<file path="src/rtl/fifo_out_merge_if.sv">
// Handshake bundle for the two-channel FIFO output merger: two input beat
// channels, one merged output channel and the per-channel beat counters.
interface fifo_out_merge_if #(
  parameter int DATA_WIDTH = 8,
  parameter int CNT_WIDTH  = 16
);
  logic [DATA_WIDTH-1:0] data_in0;
  logic                  data_in0_vld;
  logic                  data_in0_rdy;
  logic [DATA_WIDTH-1:0] data_in1;
  logic                  data_in1_vld;
  logic                  data_in1_rdy;
  logic [DATA_WIDTH-1:0] data_out;
  logic                  data_out_src;
  logic                  data_out_vld;
  logic                  data_out_rdy;
  logic [CNT_WIDTH-1:0]  cnt0;
  logic [CNT_WIDTH-1:0]  cnt1;

  modport slave (
    input  data_in0, data_in0_vld, data_in1, data_in1_vld, data_out_rdy,
    output data_in0_rdy, data_in1_rdy, data_out, data_out_src, data_out_vld,
    output cnt0, cnt1
  );

  modport master (
    output data_in0, data_in0_vld, data_in1, data_in1_vld, data_out_rdy,
    input  data_in0_rdy, data_in1_rdy, data_out, data_out_src, data_out_vld,
    input  cnt0, cnt1
  );
endinterface

</file>
<file path="src/rtl/fifo_out_merge.sv">
// Round-robin merge of two FIFO output channels into a 2-entry in-order
// output buffer of {src, data}, with saturating per-channel beat counters.
module fifo_out_merge #(
  parameter int DATA_WIDTH = 8,
  parameter int CNT_WIDTH  = 16
) (
  input  logic            clk,
  input  logic            rst,
  fifo_out_merge_if.slave bus
);

  typedef enum logic [1:0] {
    EMPTY = 2'd0,
    ONE   = 2'd1,
    FULL  = 2'd2
  } occ_t;

  localparam logic [CNT_WIDTH-1:0] CNT_MAX = {CNT_WIDTH{1'b1}};
  localparam logic [CNT_WIDTH-1:0] CNT_ONE = {{(CNT_WIDTH-1){1'b0}}, 1'b1};

  occ_t                  occ_r;
  occ_t                  occ_s;
  logic                  last_r;
  logic                  grant_s;
  logic                  can_accept_s;
  logic                  push_s;
  logic                  pop_s;
  logic [DATA_WIDTH-1:0] in_data_s;
  logic [DATA_WIDTH-1:0] head_data_r;
  logic                  head_src_r;
  logic [DATA_WIDTH-1:0] tail_data_r;
  logic                  tail_src_r;
  logic [CNT_WIDTH-1:0]  cnt0_r;
  logic [CNT_WIDTH-1:0]  cnt1_r;

  // Grant and acceptance use only registered state and the vld inputs, so
  // there is no combinational path from data_out_rdy to either input rdy.
  always_comb begin
    grant_s      = 1'b0;
    can_accept_s = 1'b0;
    in_data_s    = {DATA_WIDTH{1'b0}};
    push_s       = 1'b0;
    pop_s        = 1'b0;
    if (bus.data_in0_vld && bus.data_in1_vld) begin
      grant_s = ~last_r;
    end else if (bus.data_in1_vld) begin
      grant_s = 1'b1;
    end else begin
      grant_s = 1'b0;
    end
    can_accept_s = ~rst & (occ_r != FULL) & (bus.data_in0_vld | bus.data_in1_vld);
    if (grant_s) begin
      in_data_s = bus.data_in1;
    end else begin
      in_data_s = bus.data_in0;
    end
    push_s = can_accept_s;
    pop_s  = (occ_r != EMPTY) & bus.data_out_rdy;
  end

  // Occupancy next-state.
  always_comb begin
    occ_s = occ_r;
    case (occ_r)
      EMPTY:   occ_s = push_s ? ONE : EMPTY;
      ONE: begin
        if (push_s && !pop_s) begin
          occ_s = FULL;
        end else if (!push_s && pop_s) begin
          occ_s = EMPTY;
        end else begin
          occ_s = ONE;
        end
      end
      FULL:    occ_s = pop_s ? ONE : FULL;
      default: occ_s = EMPTY;
    endcase
  end

  // Occupancy state register.
  always_ff @(posedge clk) begin
    if (rst) begin
      occ_r <= EMPTY;
    end else begin
      occ_r <= occ_s;
    end
  end

  // Buffer storage: head is the visible beat, tail only fills at FULL.
  always_ff @(posedge clk) begin
    if (rst) begin
      head_data_r <= {DATA_WIDTH{1'b0}};
      head_src_r  <= 1'b0;
      tail_data_r <= {DATA_WIDTH{1'b0}};
      tail_src_r  <= 1'b0;
    end else begin
      case ({push_s, pop_s})
        2'b10: begin
          if (occ_r == EMPTY) begin
            head_data_r <= in_data_s;
            head_src_r  <= grant_s;
          end else begin
            tail_data_r <= in_data_s;
            tail_src_r  <= grant_s;
          end
        end
        2'b01: begin
          head_data_r <= tail_data_r;
          head_src_r  <= tail_src_r;
        end
        2'b11: begin
          head_data_r <= in_data_s;
          head_src_r  <= grant_s;
        end
        default: begin
          head_data_r <= head_data_r;
          head_src_r  <= head_src_r;
        end
      endcase
    end
  end

  // Last-grant register and saturating per-channel transfer counters.
  always_ff @(posedge clk) begin
    if (rst) begin
      last_r <= 1'b1;
      cnt0_r <= {CNT_WIDTH{1'b0}};
      cnt1_r <= {CNT_WIDTH{1'b0}};
    end else begin
      if (push_s) begin
        last_r <= grant_s;
      end
      if (push_s && !grant_s && (cnt0_r != CNT_MAX)) begin
        cnt0_r <= cnt0_r + CNT_ONE;
      end
      if (push_s && grant_s && (cnt1_r != CNT_MAX)) begin
        cnt1_r <= cnt1_r + CNT_ONE;
      end
    end
  end

  assign bus.data_in0_rdy = can_accept_s & ~grant_s;
  assign bus.data_in1_rdy = can_accept_s & grant_s;
  assign bus.data_out     = head_data_r;
  assign bus.data_out_src = head_src_r;
  assign bus.data_out_vld = (occ_r != EMPTY);
  assign bus.cnt0         = cnt0_r;
  assign bus.cnt1         = cnt1_r;

endmodule

</file>
<file path="src/flat_wrapper.sv">
// flat-port wrapper written by rule: the top's interface ports become plain ports
module fifo_out_merge_flat 
#(
  parameter int DATA_WIDTH = 8,
  parameter int CNT_WIDTH  = 16
)
  (clk, rst, bus_data_in0, bus_data_in0_vld, bus_data_in1, bus_data_in1_vld, bus_data_out_rdy, bus_data_in0_rdy, bus_data_in1_rdy, bus_data_out, bus_data_out_src, bus_data_out_vld, bus_cnt0, bus_cnt1);
  fifo_out_merge_if #(.DATA_WIDTH(DATA_WIDTH), .CNT_WIDTH(CNT_WIDTH)) bus_i ();
  input  logic clk;
  input  logic rst;
  input wire logic [$bits(bus_i.data_in0)-1:0] bus_data_in0;
  input wire logic [$bits(bus_i.data_in0_vld)-1:0] bus_data_in0_vld;
  input wire logic [$bits(bus_i.data_in1)-1:0] bus_data_in1;
  input wire logic [$bits(bus_i.data_in1_vld)-1:0] bus_data_in1_vld;
  input wire logic [$bits(bus_i.data_out_rdy)-1:0] bus_data_out_rdy;
  output wire logic [$bits(bus_i.data_in0_rdy)-1:0] bus_data_in0_rdy;
  output wire logic [$bits(bus_i.data_in1_rdy)-1:0] bus_data_in1_rdy;
  output wire logic [$bits(bus_i.data_out)-1:0] bus_data_out;
  output wire logic [$bits(bus_i.data_out_src)-1:0] bus_data_out_src;
  output wire logic [$bits(bus_i.data_out_vld)-1:0] bus_data_out_vld;
  output wire logic [$bits(bus_i.cnt0)-1:0] bus_cnt0;
  output wire logic [$bits(bus_i.cnt1)-1:0] bus_cnt1;
  assign bus_i.data_in0 = bus_data_in0;
  assign bus_i.data_in0_vld = bus_data_in0_vld;
  assign bus_i.data_in1 = bus_data_in1;
  assign bus_i.data_in1_vld = bus_data_in1_vld;
  assign bus_i.data_out_rdy = bus_data_out_rdy;
  assign bus_data_in0_rdy = bus_i.data_in0_rdy;
  assign bus_data_in1_rdy = bus_i.data_in1_rdy;
  assign bus_data_out = bus_i.data_out;
  assign bus_data_out_src = bus_i.data_out_src;
  assign bus_data_out_vld = bus_i.data_out_vld;
  assign bus_cnt0 = bus_i.cnt0;
  assign bus_cnt1 = bus_i.cnt1;
  fifo_out_merge #(.DATA_WIDTH(DATA_WIDTH), .CNT_WIDTH(CNT_WIDTH)) u_core (.clk(clk), .rst(rst), .bus(bus_i));
endmodule
</file>
<file path="config.mk">
export PLATFORM = sky130hd
export DESIGN_NAME = fifo_out_merge_flat
export DESIGN_NICKNAME = d
export VERILOG_FILES = /design/src/rtl/fifo_out_merge_if.sv /design/src/rtl/fifo_out_merge.sv /design/src/flat_wrapper.sv
export SDC_FILE = /design/constraint.sdc
export NUM_CORES = 1
export LEC_CHECK = 0
export CORE_UTILIZATION = 37
export DETAILED_ROUTE_END_ITERATION = 7
export PLACE_DENSITY = 0.6
export SYNTH_ARGS = -nofsm -noshare
export SYNTH_HDL_FRONTEND = slang
export SYNTH_SLANG_ARGS = --single-unit
</file>
<file path="constraint.sdc">
create_clock -name clk -period 6.5 [get_ports clk]
set_input_delay 1.3 -clock clk [delete_from_list [all_inputs] [get_ports clk]]
set_output_delay 1.3 -clock clk [all_outputs]
set_load 0.05 [all_outputs]
</file>
==> flow_summary.toml <==
[run_status]
status = "finished with violations"
violations = "design-rule violations"

[setup_path]
endpoint = "bus_data_in0_rdy"
start_kind = "input pin"
cp-startpoint = "bus_data_in1_vld"
worst-r2r-cell-count = 5
worstReg2RegStart = "u_core.occ_r[1]$_SDFF_PP0_"
r2r_end = "u_core.bus.cnt0[9]$_SDFFE_PP0P_"
critPathCaptureType = "output port"
worstPathRequired_ps = 5200
arrival_ps = 3650
r2r_slack_ps = 4260
critPathMaxFanout = 11
path_class = "input pin to output port"

[min_path]
hold_class = "register to register"
hp-start = "u_core.bus.data_out[7]$_SDFFE_PP0P_"

[finish]
nets = 379
num_antenna_cells = 0
drive_gt1_share_pct = 4.79
syn_to_final_growth_pct = 30.8
design_area_sq_um = 3310

[detailed_routing]
wire_per_inst_microns = 13.4
detail_route.drc_violations = 5
drtAntennaViolNets = 0
vias = 2294
routed_wl_mm = 5.77
detail_route.iter0.violations = 104
drtPass1Iterations = 6
viasPerCell = 5.31

[clock_tree]
cts_resized = 0
cts_tree = "built"
numCtsBuffers = 5
clock-sinks = 53
ctsHoldBuffers = 0
postCtsSetupRepairBufs = 0
insertion_delay_ps = 310
htreeDepth = 2
clkSlewWorstSetupHoldPaths_ps = 110
cts-root-buf = "clkbuf_8"
clk_path_buf_depth = 2

[synthesis]
synth_area_leaders = "dfxtp_1, nor2_1, mux2i_1"
synth_top_family_by_area = "simple AND/OR/NAND/NOR gates"
synth_compound_gate_area_share_pct = 13.1
yosysTopAreaCell = "dfxtp_1"
synthFlopType = "dfxtp_1"
synth_xor_xnor_area_share_pct = 6.58
yosysUniqueCellTypes = 40
synthCells = 296
ys_async_sr_fraction_pct = 0
synth_mux_area_share_pct = 5.93
syn_nets = 321
ys_ff_latch = 53
synth_edf_count = 0
synth_top_area_share_pct = 41.9
avgSynthCellArea_sq_um = 8.55
syn-cell-area_sq_um = 2530
synthSimpleGateAreaFrac_pct = 27.3
seq_area_frac_synth_pct = 41.9
ys_warn_count = 0
synthAdderAreaFrac_pct = 1.98

[global_routing]
overflow = 0
track_usage_pct = 16.9
first_global_vias = 2079
antenna_found_initial = 0
grt_max_degree = 53
grt_pass1_wl_mm = 9.76

[floorplan]
die_h_microns = 84.7
start_util_pct = 39.2
dieArea_sq_um = 7170
core-area_sq_um = 6460
rows = 29
ios = 65
die_x_microns = 84.7

[timing]
skew_ps = 10.3
max_slew_margin_pct = 40.6
clock.fmax_mhz = 202
finalSetupTns_ps = 0
hold_violations = 0
tightest_slew_ps = 891
drv_slew = 0
rsz0062_at_grt = "false"
setup_viol = 0
period_needed_ps = 4950
period_share_pct = 76.1

[power]
total_leakage_power_uw = 0.00117
ir_drop_mv = 0.142
pwr_density_cell_nw_per_um2 = 200

[place]
port_buffers = 64
dp_hpwl_mm = 4.11
dpl_cell_area_sq_um = 3220
gp_congestion = 0.823

[run]
cap_violations = 0
## cells in the mapped netlist, drive strengths merged (2+ instances only)
master / count
dfxtp: 53
nor2: 43
nand2: 23
mux2i: 15
nand4: 13
xor2: 13
clkbuf: 12
o21ai: 12
nand3: 11
nor3: 11
a211oi: 10
a22o: 8
a21oi: 7
inv: 7
nor2b: 6
xnor2: 6
and3: 5
nor4: 5
ha: 4
nand2b: 4
or3: 4
a31oi: 3
and2: 3
a311oi: 2
a41oi: 2
buf: 2
or2: 2
or4: 2
## state kept, by name, summed over array words and instances, names as in the netlist
register and count:
u_core.bus.cnt1 16, u_core.bus.data_out 8, u_core.bus.data_out_src 1, u_core.occ_r 2
u_core.tail_src_r 1, u_core.last_r 1, u_core.tail_data_r 8, u_core.bus.cnt0 16
## cells in the final DEF, fill, tap and decap left out, drive strengths merged, types with 2 or more instances in the layout
| cell | instances |
|---|---|
| clkdlybuf4s50 | 63 |
| dfxtp | 53 |
| nor2 | 43 |
| nand2 | 23 |
| mux2i | 15 |
| nand4 | 13 |
| xor2 | 13 |
| o21ai | 12 |
| nand3 | 11 |
| nor3 | 11 |
| a211oi | 10 |
| inv | 9 |
| a22o | 8 |
| a21oi | 7 |
| xnor2 | 6 |
| nor2b | 6 |
| nor4 | 5 |
| and3 | 5 |
| clkbuf | 5 |
| nand2b | 4 |
| ha | 4 |
| or3 | 4 |
| and2 | 3 |
| a31oi | 3 |
| or2 | 2 |
| a311oi | 2 |
| or4 | 2 |
| a41oi | 2 |
| buf | 2 |
## worst max-delay path, stage by stage
cell and delay [ps]:
clkdlybuf4s50_1 460, nor2b_1 170, or4b_1 690, inv_1 200, clkdlybuf4s50_1 830
## cell type report
cell class                      count  area, sq um
Fill cell                         630         3150
Clock buffer                        5         68.8
Multi-Input combinational cell    222         1390
Clock inverter                      3         25.0
Sequential cell                    53         1060
Timing Repair Buffer               65          643
Tap cell                           77         96.3
Inverter                            7         26.3
## layer usage
metal | GRT usage (%) | vias to the layer above | share of wire, %
li1 | - | 1175 | -
met1 | 23.3 | 1059 | 52
met2 | 26.6 | 55 | 43
met3 | 3.05 | 5 | 4.5
met4 | 5.39 | 0 | 0.90
met5 | 0 | - | 0
## per-stage QoR
stage	cells	utilization [%]	total power (uW)	hold slack [ps]	setup WS (ps)
after floorplan	296	-	431	478	2760
after global placement	424	49.8	470	464	1590
after detailed placement	424	49.8	471	468	1570
after CTS	432	51.2	669	495	1560
after global routing	432	51.2	690	512	1470
final	432	51.2	661	491	1550
## where the power goes
| group | switching [uW] | internal (uW) | total (uW) |
|---|---|---|---|
| combinational | 70.1 | 46.5 | 117 |
| sequential | 8.71 | 338 | 346 |
| clock | 120 | 78.8 | 198 |
| total | 198 | 463 | 661 |
## how the worst min path moves through the flow
stage / to / slack [ps] / depth (start not counted)
finish: u_core.bus.data_out[7]$_SDFFE_PP0P_ / 490 / 1
global route: u_core.bus.data_out[7]$_SDFFE_PP0P_ / 510 / 1
CTS: u_core.bus.data_out[1]$_SDFFE_PP0P_ / 490 / 1
global placement: u_core.bus.data_out[2]$_SDFFE_PP0P_ / 460 / 1
floorplan: u_core.tail_data_r[0]$_SDFFE_PP0P_ / 480 / 2
detailed placement: u_core.bus.data_out[1]$_SDFFE_PP0P_ / 470 / 1
## cell families after synthesis
kind of cell / after synthesis
xor gates and xnor gates: 19
buffers and inverters: 21
muxes: 15
adders and majority gates: 4
AOI/OAI and AO/OA: 48
DFF: 53
and+or+nand+nor: 136
No activity file was read; power rests on OpenSTA's default activity.
==> variant, RTL diff (config.mk and constraints unchanged) <==
`DATA_WIDTH` is set to 8 in 3 places; all go to 12.
--- a/src/rtl/fifo_out_merge_if.sv
+++ b/src/rtl/fifo_out_merge_if.sv
@@ -1,7 +1,7 @@
 // Handshake bundle for the two-channel FIFO output merger: two input beat
 // channels, one merged output channel and the per-channel beat counters.
 interface fifo_out_merge_if #(
-  parameter int DATA_WIDTH = 8,
+  parameter int DATA_WIDTH = 12,
   parameter int CNT_WIDTH  = 16
 );
   logic [DATA_WIDTH-1:0] data_in0;
--- a/src/rtl/fifo_out_merge.sv
+++ b/src/rtl/fifo_out_merge.sv
@@ -1,7 +1,7 @@
 // Round-robin merge of two FIFO output channels into a 2-entry in-order
 // output buffer of {src, data}, with saturating per-channel beat counters.
 module fifo_out_merge #(
-  parameter int DATA_WIDTH = 8,
+  parameter int DATA_WIDTH = 12,
   parameter int CNT_WIDTH  = 16
 ) (
   input  logic            clk,
--- a/src/flat_wrapper.sv
+++ b/src/flat_wrapper.sv
@@ -1,7 +1,7 @@
 // flat-port wrapper written by rule: the top's interface ports become plain ports
 module fifo_out_merge_flat 
 #(
-  parameter int DATA_WIDTH = 8,
+  parameter int DATA_WIDTH = 12,
   parameter int CNT_WIDTH  = 16
 )
   (clk, rst, bus_data_in0, bus_data_in0_vld, bus_data_in1, bus_data_in1_vld, bus_data_out_rdy, bus_data_in0_rdy, bus_data_in1_rdy, bus_data_out, bus_data_out_src, bus_data_out_vld, bus_cnt0, bus_cnt1);
Interface: changed (resized bus_data_in0, bus_data_in1 and bus_data_out); port bits go from 65 to 77. No check against the original RTL was run, so the function may have changed too.
==> variant against the original RTL <==
  * Sequential cell count up 8
  * Final cell count up 20%
  * Critical endpoint unchanged
  * Largest cell class unchanged
  * Routed wire length up 25%
  * Design area up 21%
  * Non-clock buffer count up 15
  * Power up 42%
  * Synthesized area up 17%
  * Worst setup slack worse by 0.099 ns
==> variant: results (changes against the original RTL) <==
Status:
- The flow ran to the end, and the final reports show no timing, DRC or antenna violations.

Synth:
- By count the netlist is led by 61 x dfxtp_1, 31 x nand2_1, 25 x nor2_1.
- The arithmetic-cell share of the synthesized area counting full adders, half adders and majority gates is 1.69% (-0.29 points).
- The synthesized area per cell is 8.70 um2 (+1.8%).
- The count of cell types in the netlist is 43 (+7.5%).
- The post-synthesis share of cell area spent on xor and xnor gates is 0% (-6.6 points).

Placed design:
- The number of placed instances with taps included is 502 (+18%).
- The final weighted congestion in routability-driven placement is 0.745 (-9.4%).
- The quantity of I/O buffers inserted on ports is 76 (+19%).

Global route:
- The global-route wire length before repair is 12,000 um (+23%).
- The number of global-route vias before repair is 2,521 (+21%).
- The total track usage is 18.0% (+1.1 points).
- The maximum number of pins on one net before global-route repair came to 47 (-11%).

Clock tree:
- The number of levels in the clock H-tree is 3 (+1).
- The TritonCTS buffer count is 9 (+4).
- The insertion delay to the later sink of the worst-skew pair is 0.33 ns (+0.02 ns).

STA:
- The remaining max-slew budget at the tightest pin is 38.2% (-2.4 points).
- The final clock skew is 0.00611 ns (-0.00415 ns).

Route:
- The post-detailed-route wirelength per cell is 13.9 um (+4.1%).
- The initial detailed-routing violation count was 189 (+82%).
- The via count is 2,787 (+21%).

Final layout:
- The number of nets in the layout is 444 (+17%).

Setup path:
- The worst register-to-register path begins at u_core.last_r.
- The endpoint identified for the worst register-to-register timing path is u_core.bus.cnt1[8].

Power and ir drop:
- The leakage power is 0.00140 uW (+19%).

Hold path:
- The end point of the worst hold path is u_core.bus.data_out[5].
[variant: cell type report]
type                       count  area, um2
tap                          102        128
clock inverter                 4       70.1
multi-input combinational    251       1630
sequential                    61       1220
timing repair buffer          80        788
clock buffer                  12        155
inverter                       8       30.0
fill                         731       3710
[variant: power breakdown]
| part | switching, uW | total (uW) | internal, uW |
|---|---|---|---|
| registers | 11.5 | 403 | 392 |
| clock network | 146 | 382 | 236 |
| logic | 92.8 | 152 | 59.5 |
[variant: worst max path at each step]
stage,depth (start not counted),to,slack [ns]
CTS,5,bus_data_in0_rdy,1.43
finish,5,bus_data_in0_rdy,1.45
floorplan,4,bus_data_in0_rdy,2.92
detailed placement,5,bus_data_in0_rdy,1.43
global route,5,bus_data_in0_rdy,1.33
global placement,5,bus_data_in0_rdy,1.48
[variant: layer usage]
layer	up-vias	track usage, %	part of all wire [%]
li1	1422	-	-
met1	1267	23.6	48
met2	90	28.2	45
met3	8	4.52	6.4
met4	0	6.75	0.97
met5	-	0	0
